<file path="config.mk">
export PLATFORM = sky130hd
export DESIGN_NAME = sitcp_tx_framer
export DESIGN_NICKNAME = d
export VERILOG_FILES = /design/src/rtl/sitcp_tx_framer.sv
export SDC_FILE = /design/constraint.sdc
export NUM_CORES = 1
export LEC_CHECK = 0
export BUFFER_PORTS_ARGS = -buffer_cell sky130_fd_sc_hd__buf_2
export CORE_ASPECT_RATIO = 0.5
export CORE_MARGIN = 2
export CORE_UTILIZATION = 41
export CTS_CLUSTER_DIAMETER = 200
export DETAILED_ROUTE_END_ITERATION = 10
export GPL_TIMING_DRIVEN = 0
export PLACE_DENSITY_LB_ADDON = 0.3
export SLEW_MARGIN = 30
export SYNTH_ARGS = -nofsm -noshare
export SYNTH_HDL_FRONTEND = slang
export SYNTH_SLANG_ARGS = --single-unit
export TNS_END_PERCENT = 10
</file>
<file path="constraint.sdc">
create_clock -name CLK -period 6.17 [get_ports CLK]
set_clock_uncertainty 0.15 [all_clocks]
set_input_delay 0.9255 -clock CLK [delete_from_list [all_inputs] [get_ports CLK]]
set_output_delay 0.9255 -clock CLK [all_outputs]
set_load 0.01 [all_outputs]
</file>
<file path="src/rtl/sitcp_tx_framer.sv">
// sitcp_tx_framer: multi-channel event framer feeding the SiTCP TCP TX byte port.
// Each channel owns a one-entry buffer; a round-robin arbiter drains the buffers
// into frames of HDR, CH, SEQ, payload (MSB first), CSUM under TX_FULL backpressure.
module sitcp_tx_framer #(
    parameter int unsigned NUM_CH     = 4,
    parameter int unsigned DATA_BYTES = 2,
    parameter logic [7:0]  HDR_BYTE   = 8'hA5
) (
    input  logic                           CLK,
    input  logic                           RST,
    input  logic                           ENABLE,
    input  logic [NUM_CH-1:0]              CH_STB,
    input  logic [NUM_CH*8*DATA_BYTES-1:0] CH_DATA,
    output logic [NUM_CH-1:0]              CH_BUSY,
    input  logic                           TX_FULL,
    output logic                           TX_WR,
    output logic [7:0]                     TX_DATA,
    output logic [15:0]                    DROP_CNT
);

    localparam int unsigned DW  = 8 * DATA_BYTES;
    localparam int unsigned CHW = (NUM_CH > 1) ? $clog2(NUM_CH) : 1;
    localparam int unsigned BIW = (DATA_BYTES > 1) ? $clog2(DATA_BYTES) : 1;
    localparam int unsigned DCW = $clog2(NUM_CH + 1);

    localparam logic [2:0] ST_IDLE = 3'd0;
    localparam logic [2:0] ST_HDR  = 3'd1;
    localparam logic [2:0] ST_CH   = 3'd2;
    localparam logic [2:0] ST_SEQ  = 3'd3;
    localparam logic [2:0] ST_PAY  = 3'd4;
    localparam logic [2:0] ST_CSUM = 3'd5;

    logic [2:0]        state_q, state_d;
    logic [DW-1:0]     buf_q [NUM_CH];
    logic [DW-1:0]     buf_d [NUM_CH];
    logic [NUM_CH-1:0] busy_q, busy_d;
    logic [CHW-1:0]    rr_q, rr_d;
    logic [7:0]        seq_q, seq_d;
    logic [DW-1:0]     sr_q, sr_d;
    logic [3:0]        ch_q, ch_d;
    logic [7:0]        csum_q, csum_d;
    logic [BIW-1:0]    bidx_q, bidx_d;
    logic              tx_wr_q, tx_wr_d;
    logic [7:0]        tx_data_q, tx_data_d;
    logic [15:0]       drop_q, drop_d;

    logic              gnt_any;
    logic [CHW-1:0]    gnt_idx;
    logic [31:0]       arb_pos;
    logic [DW-1:0]     gnt_word;
    logic [7:0]        gnt_pxor;
    logic [7:0]        cur_byte;
    logic              grant_now;
    logic [DCW-1:0]    ndrop;
    logic [16:0]       drop_sum;

    // Round-robin pick: first busy channel at or after rr_q, wrapping.
    always_comb begin
        gnt_any = 1'b0;
        gnt_idx = '0;
        arb_pos = '0;
        for (int k = 0; k < NUM_CH; k++) begin
            arb_pos = 32'(rr_q) + 32'(k);
            if (arb_pos >= NUM_CH) begin
                arb_pos = arb_pos - NUM_CH;
            end
            if (!gnt_any && busy_q[arb_pos[CHW-1:0]]) begin
                gnt_any = 1'b1;
                gnt_idx = arb_pos[CHW-1:0];
            end
        end
    end

    // Granted word and the XOR of its bytes, used to precompute the checksum.
    always_comb begin
        gnt_word = buf_q[gnt_idx];
        gnt_pxor = '0;
        for (int b = 0; b < DATA_BYTES; b++) begin
            gnt_pxor = gnt_pxor ^ gnt_word[b*8 +: 8];
        end
    end

    // Byte presented by the current emit state.
    always_comb begin
        cur_byte = '0;
        case (state_q)
            ST_HDR:  cur_byte = HDR_BYTE;
            ST_CH:   cur_byte = {4'h0, ch_q};
            ST_SEQ:  cur_byte = seq_q;
            ST_PAY:  cur_byte = sr_q[DW-1 -: 8];
            ST_CSUM: cur_byte = csum_q;
            default: cur_byte = '0;
        endcase
    end

    assign grant_now = ENABLE && (state_q == ST_IDLE) && gnt_any;

    // Next-state: buffers, drop counting, arbitration and frame emission.
    always_comb begin
        state_d   = state_q;
        buf_d     = buf_q;
        busy_d    = busy_q;
        rr_d      = rr_q;
        seq_d     = seq_q;
        sr_d      = sr_q;
        ch_d      = ch_q;
        csum_d    = csum_q;
        bidx_d    = bidx_q;
        tx_wr_d   = 1'b0;
        tx_data_d = tx_data_q;
        drop_d    = drop_q;
        ndrop     = '0;
        drop_sum  = '0;

        if (!ENABLE) begin
            // Synchronous flush; drop count is deliberately kept.
            state_d = ST_IDLE;
            busy_d  = '0;
            rr_d    = '0;
            seq_d   = '0;
        end else begin
            // Channel buffers: a strobe on the channel being granted reloads it.
            for (int i = 0; i < NUM_CH; i++) begin
                if (grant_now && (gnt_idx == CHW'(i))) begin
                    busy_d[i] = 1'b0;
                end
                if (CH_STB[i]) begin
                    if (busy_q[i] && !(grant_now && (gnt_idx == CHW'(i)))) begin
                        ndrop = ndrop + DCW'(1);
                    end else begin
                        buf_d[i]  = CH_DATA[i*DW +: DW];
                        busy_d[i] = 1'b1;
                    end
                end
            end
            drop_sum = {1'b0, drop_q} + 17'(ndrop);
            drop_d   = drop_sum[16] ? 16'hFFFF : drop_sum[15:0];

            case (state_q)
                ST_IDLE: begin
                    if (gnt_any) begin
                        sr_d    = gnt_word;
                        ch_d    = 4'(gnt_idx);
                        csum_d  = HDR_BYTE ^ {4'h0, 4'(gnt_idx)} ^ seq_q ^ gnt_pxor;
                        bidx_d  = '0;
                        state_d = ST_HDR;
                        if (32'(gnt_idx) == NUM_CH - 1) begin
                            rr_d = '0;
                        end else begin
                            rr_d = gnt_idx + CHW'(1);
                        end
                    end
                end
                ST_HDR, ST_CH, ST_SEQ, ST_PAY, ST_CSUM: begin
                    if (!TX_FULL) begin
                        tx_wr_d   = 1'b1;
                        tx_data_d = cur_byte;
                        case (state_q)
                            ST_HDR: state_d = ST_CH;
                            ST_CH:  state_d = ST_SEQ;
                            ST_SEQ: state_d = ST_PAY;
                            ST_PAY: begin
                                sr_d = sr_q << 8;
                                if (bidx_q == BIW'(DATA_BYTES - 1)) begin
                                    state_d = ST_CSUM;
                                end else begin
                                    bidx_d = bidx_q + BIW'(1);
                                end
                            end
                            default: begin
                                seq_d   = seq_q + 8'd1;
                                state_d = ST_IDLE;
                            end
                        endcase
                    end
                end
                default: state_d = ST_IDLE;
            endcase
        end
    end

    // State and output registers.
    always_ff @(posedge CLK or posedge RST) begin
        if (RST) begin
            state_q   <= ST_IDLE;
            for (int i = 0; i < NUM_CH; i++) begin
                buf_q[i] <= '0;
            end
            busy_q    <= '0;
            rr_q      <= '0;
            seq_q     <= '0;
            sr_q      <= '0;
            ch_q      <= '0;
            csum_q    <= '0;
            bidx_q    <= '0;
            tx_wr_q   <= 1'b0;
            tx_data_q <= '0;
            drop_q    <= '0;
        end else begin
            state_q   <= state_d;
            buf_q     <= buf_d;
            busy_q    <= busy_d;
            rr_q      <= rr_d;
            seq_q     <= seq_d;
            sr_q      <= sr_d;
            ch_q      <= ch_d;
            csum_q    <= csum_d;
            bidx_q    <= bidx_d;
            tx_wr_q   <= tx_wr_d;
            tx_data_q <= tx_data_d;
            drop_q    <= drop_d;
        end
    end

    assign CH_BUSY  = busy_q;
    assign TX_WR    = tx_wr_q;
    assign TX_DATA  = tx_data_q;
    assign DROP_CNT = drop_q;

endmodule

</file>
==> results.txt <==
# diodes -> 0
syn nets -> 692
Final ANT Viol Nets -> 0
routing usage on met1 -> 30.36%
worst-path fanout max -> 10
DRC viols -> 0
crit start category -> register
Nets -> 812
cts repair resizes -> 0
RR Startpoint -> CH_BUSY[2]
Post-synth EDFFs -> 0
Yosys warning count -> 0
met3 Track Usage GR -> 4.319%
Yosys reg bits -> 133
dominant synthesized flop cell -> dfrtp_1
HP Start -> TX_DATA[6]
htree depth -> 4
critical setup path kind -> register to register
hold slack final -> 0.3257 ns
Site Rows -> 33
M2 GR Usage -> 31.81%
RSZ-0062 raised after global routing -> no
Crit-path slowest cell -> o32ai_2
# port buffers -> 100
Syn-to-layout area delta -> 21.41%
RD Place Congestion -> 0.8568
Final Cell Area -> 8208 um2
post-synth top area cell -> dfrtp_1
CTS tree -> built
leakage -> 3.854 nW
DP HPWL -> 12760 um
clock buffer depth -> 2
I/O pins -> 101
Vias/cell -> 5.308
placed insts -> 937
gr usage total -> 21.05%
Core Util, Final -> 50.45%
CTS Hold Bufs -> 0
Power Density -> 386.9 nW/um2
post-synth top area share -> 49.23%
Highest Clock Rate -> 0.1740 GHz
depth of the worst hold-timing path -> 2
worst relative slew slack -> 44.12%
Yosys cell types -> 62
Netlist Area Pre-Place -> 6760 um2
Die ar. -> 17590 um2
Final Non-Filler Cells -> 969
minimum clock period -> 5.748 ns
via count -> 5143
Iteration-0 DRC Markers -> 279
vias in the first global route -> 5064
Worst Reg-to-Reg Cells -> 20
slowest stage delay, CP -> 0.50 ns
maximum vdd drop -> 0.2216 mV
register-to-register setup slack -> 0.42 ns
Worst EP arrival -> 5.95 ns
Hold Fails Final Rpt -> 0
antenna violations before repair -> 0
Setup crit start -> CH_BUSY[2]
Most Crowded Layer GR -> met2
Async S/R FF share, synth -> 100.0%
clk_lat worst skew -> 0.42 ns
Worst Tran Pin Value -> 0.8318 ns
Max-Cap Viols -> 0
Pre-Repair DR Iteration Count -> 5
grt total ovfl -> 0
DP Area -> 7580 um2
max-slew violation count -> 0
CTS Sinks -> 133
share of cells above drive strength 1 -> 30.05%
Num CTS Buffers -> 17
post-synthesis sequential area ratio -> 49.23%
CP endpoint kind -> register
root buffer selected by CTS -> clkbuf_16
critical path required time -> 6.37 ns
height of the die -> 94.80 um
crit path cell chain -> nor2b_1, a21boi_1, o32ai_2, buf_2, ha_1, a21boi_0, ha_1, mux2_2, ha_1, mux2_2, ha_1, mux2_2, inv_1, fa_1, nor2b_1, o211ai_1, nor3_1, nand3_1, clkbuf_1, nand2_1
Post-CTS Setup Repair Bufs -> 0
largest net degree at the start of global routing -> 88
Avg Cell Area, Syn -> 11.10 um2
clock slew at reported path FFs -> 0.06 ns
Routed WL -> 17380 um
status -> complete, no violations
most frequent cells in the layout -> dfrtp_1, buf_2, nand2_1
global-route wire length before repair -> 27590 um
Initial Util -> 41.56%
final cycle utilization of the critical path -> 93.16%
core area -> 16270 um2
Most Frequent Cell on Critical Path -> ha_1
Synth area leaders -> dfrtp_1, mux2_2, nand2_1
synthesized instance count -> 609
Hold Crit Class -> register to register
Setup Viol. Count Final -> 0
overall die width -> 185.6 um
commonest non-fill, non-tap cell in the layout -> dfrtp_1
routed len/inst -> 17.94 um
[synthesized netlist by cell type, types with 4 or more instances]
library cell,instances
xor2_1,13
xnor2_1,10
o21ai_0,34
nor2_1,19
nand2_1,77
a21boi_0,4
o211ai_1,5
or3_1,5
clkbuf_1,13
xnor3_1,5
a21o_1,4
mux2_1,10
nor2b_1,13
ha_1,10
and2_1,11
a211oi_2,6
nand3_1,15
buf_2,7
dfrtp_1,133
mux2_2,61
and3_1,10
o21a_1,8
nand2b_1,5
a21oi_1,23
inv_1,12
mux2i_1,28
nor3_1,12
a22o_1,5
[critical path, delay by kind of cell, from the launching register on]
kind                       cells  cell delay, ns
DFF                            1            0.46
and+or+nand+nor                5            1.20
buffers and inverters          3            0.74
muxes                          3            0.71
adders and majority gates      5            1.48
AOI/OAI and AO/OA              4            0.94
[power by group]
group	switching [mW]	internal, mW	leakage (nW)
combinational	0.465	0.396	1.91
sequential	0.134	1.09	1.64
clock	0.407	0.679	0.304
total	1.01	2.17	3.85
[sequential cells by signal, summed over array words and instances, names as in the netlist]
register / cells
TX_DATA: 8
buf_q: 64
sr_q: 16
CH_BUSY: 4
DROP_CNT: 16
csum_q: 8
TX_WR: 1
bidx_q: 1
seq_q: 8
rr_q: 2
state_q: 3
ch_q: 2
[area by class of cell]
type / count / area, um2
clock inverters: 15 / 202.7
fillers: 1488 / 8060
repair buffers: 101 / 528.0
plain buffers: 28 / 147.6
well taps: 227 / 284.0
flip-flops and latches: 133 / 3328
clock buffers: 17 / 425.4
multi-input cells: 434 / 3229
inverters: 14 / 62.56
[final timing paths]
path	endpoint
worst max-delay path	DROP_CNT[2]
worst min-delay path	TX_DATA[6]
worst max register to register	DROP_CNT[2]
worst min register to register	TX_DATA[6]
max in group asynchronous	buf_q[52]
min in group asynchronous	buf_q[7]
[cells by family after synthesis]
logic type                 synth area share (%)
adders and majority gates                 2.147
and+or+nand+nor                           13.94
DFF                                       49.23
AOI/OAI and AO/OA                         11.07
buffers and inverters                     2.998
muxes                                     15.97
xor gates and xnor gates                  4.646
[per-layer routing]
layer	wire length, um	vias to the layer above
met4	235	0
met5	0	-
met3	962	22
met2	7697	140
met1	8484	2557
li1	-	2424
[metrics by stage]
step | TNS, ns | total power, mW | worst slack [ns]
2_1_floorplan | 0 | 1.821 | 1.156
3_3_place_gp | -9.241 | 2.062 | -0.08786
3_5_place_dp | 0 | 2.101 | 0.4422
4_1_cts | 0 | 3.193 | 0.4161
5_1_grt | 0 | 3.357 | 0.01455
6_report | 0 | 3.176 | 0.4221
Power figures use the tool's default switching activity.
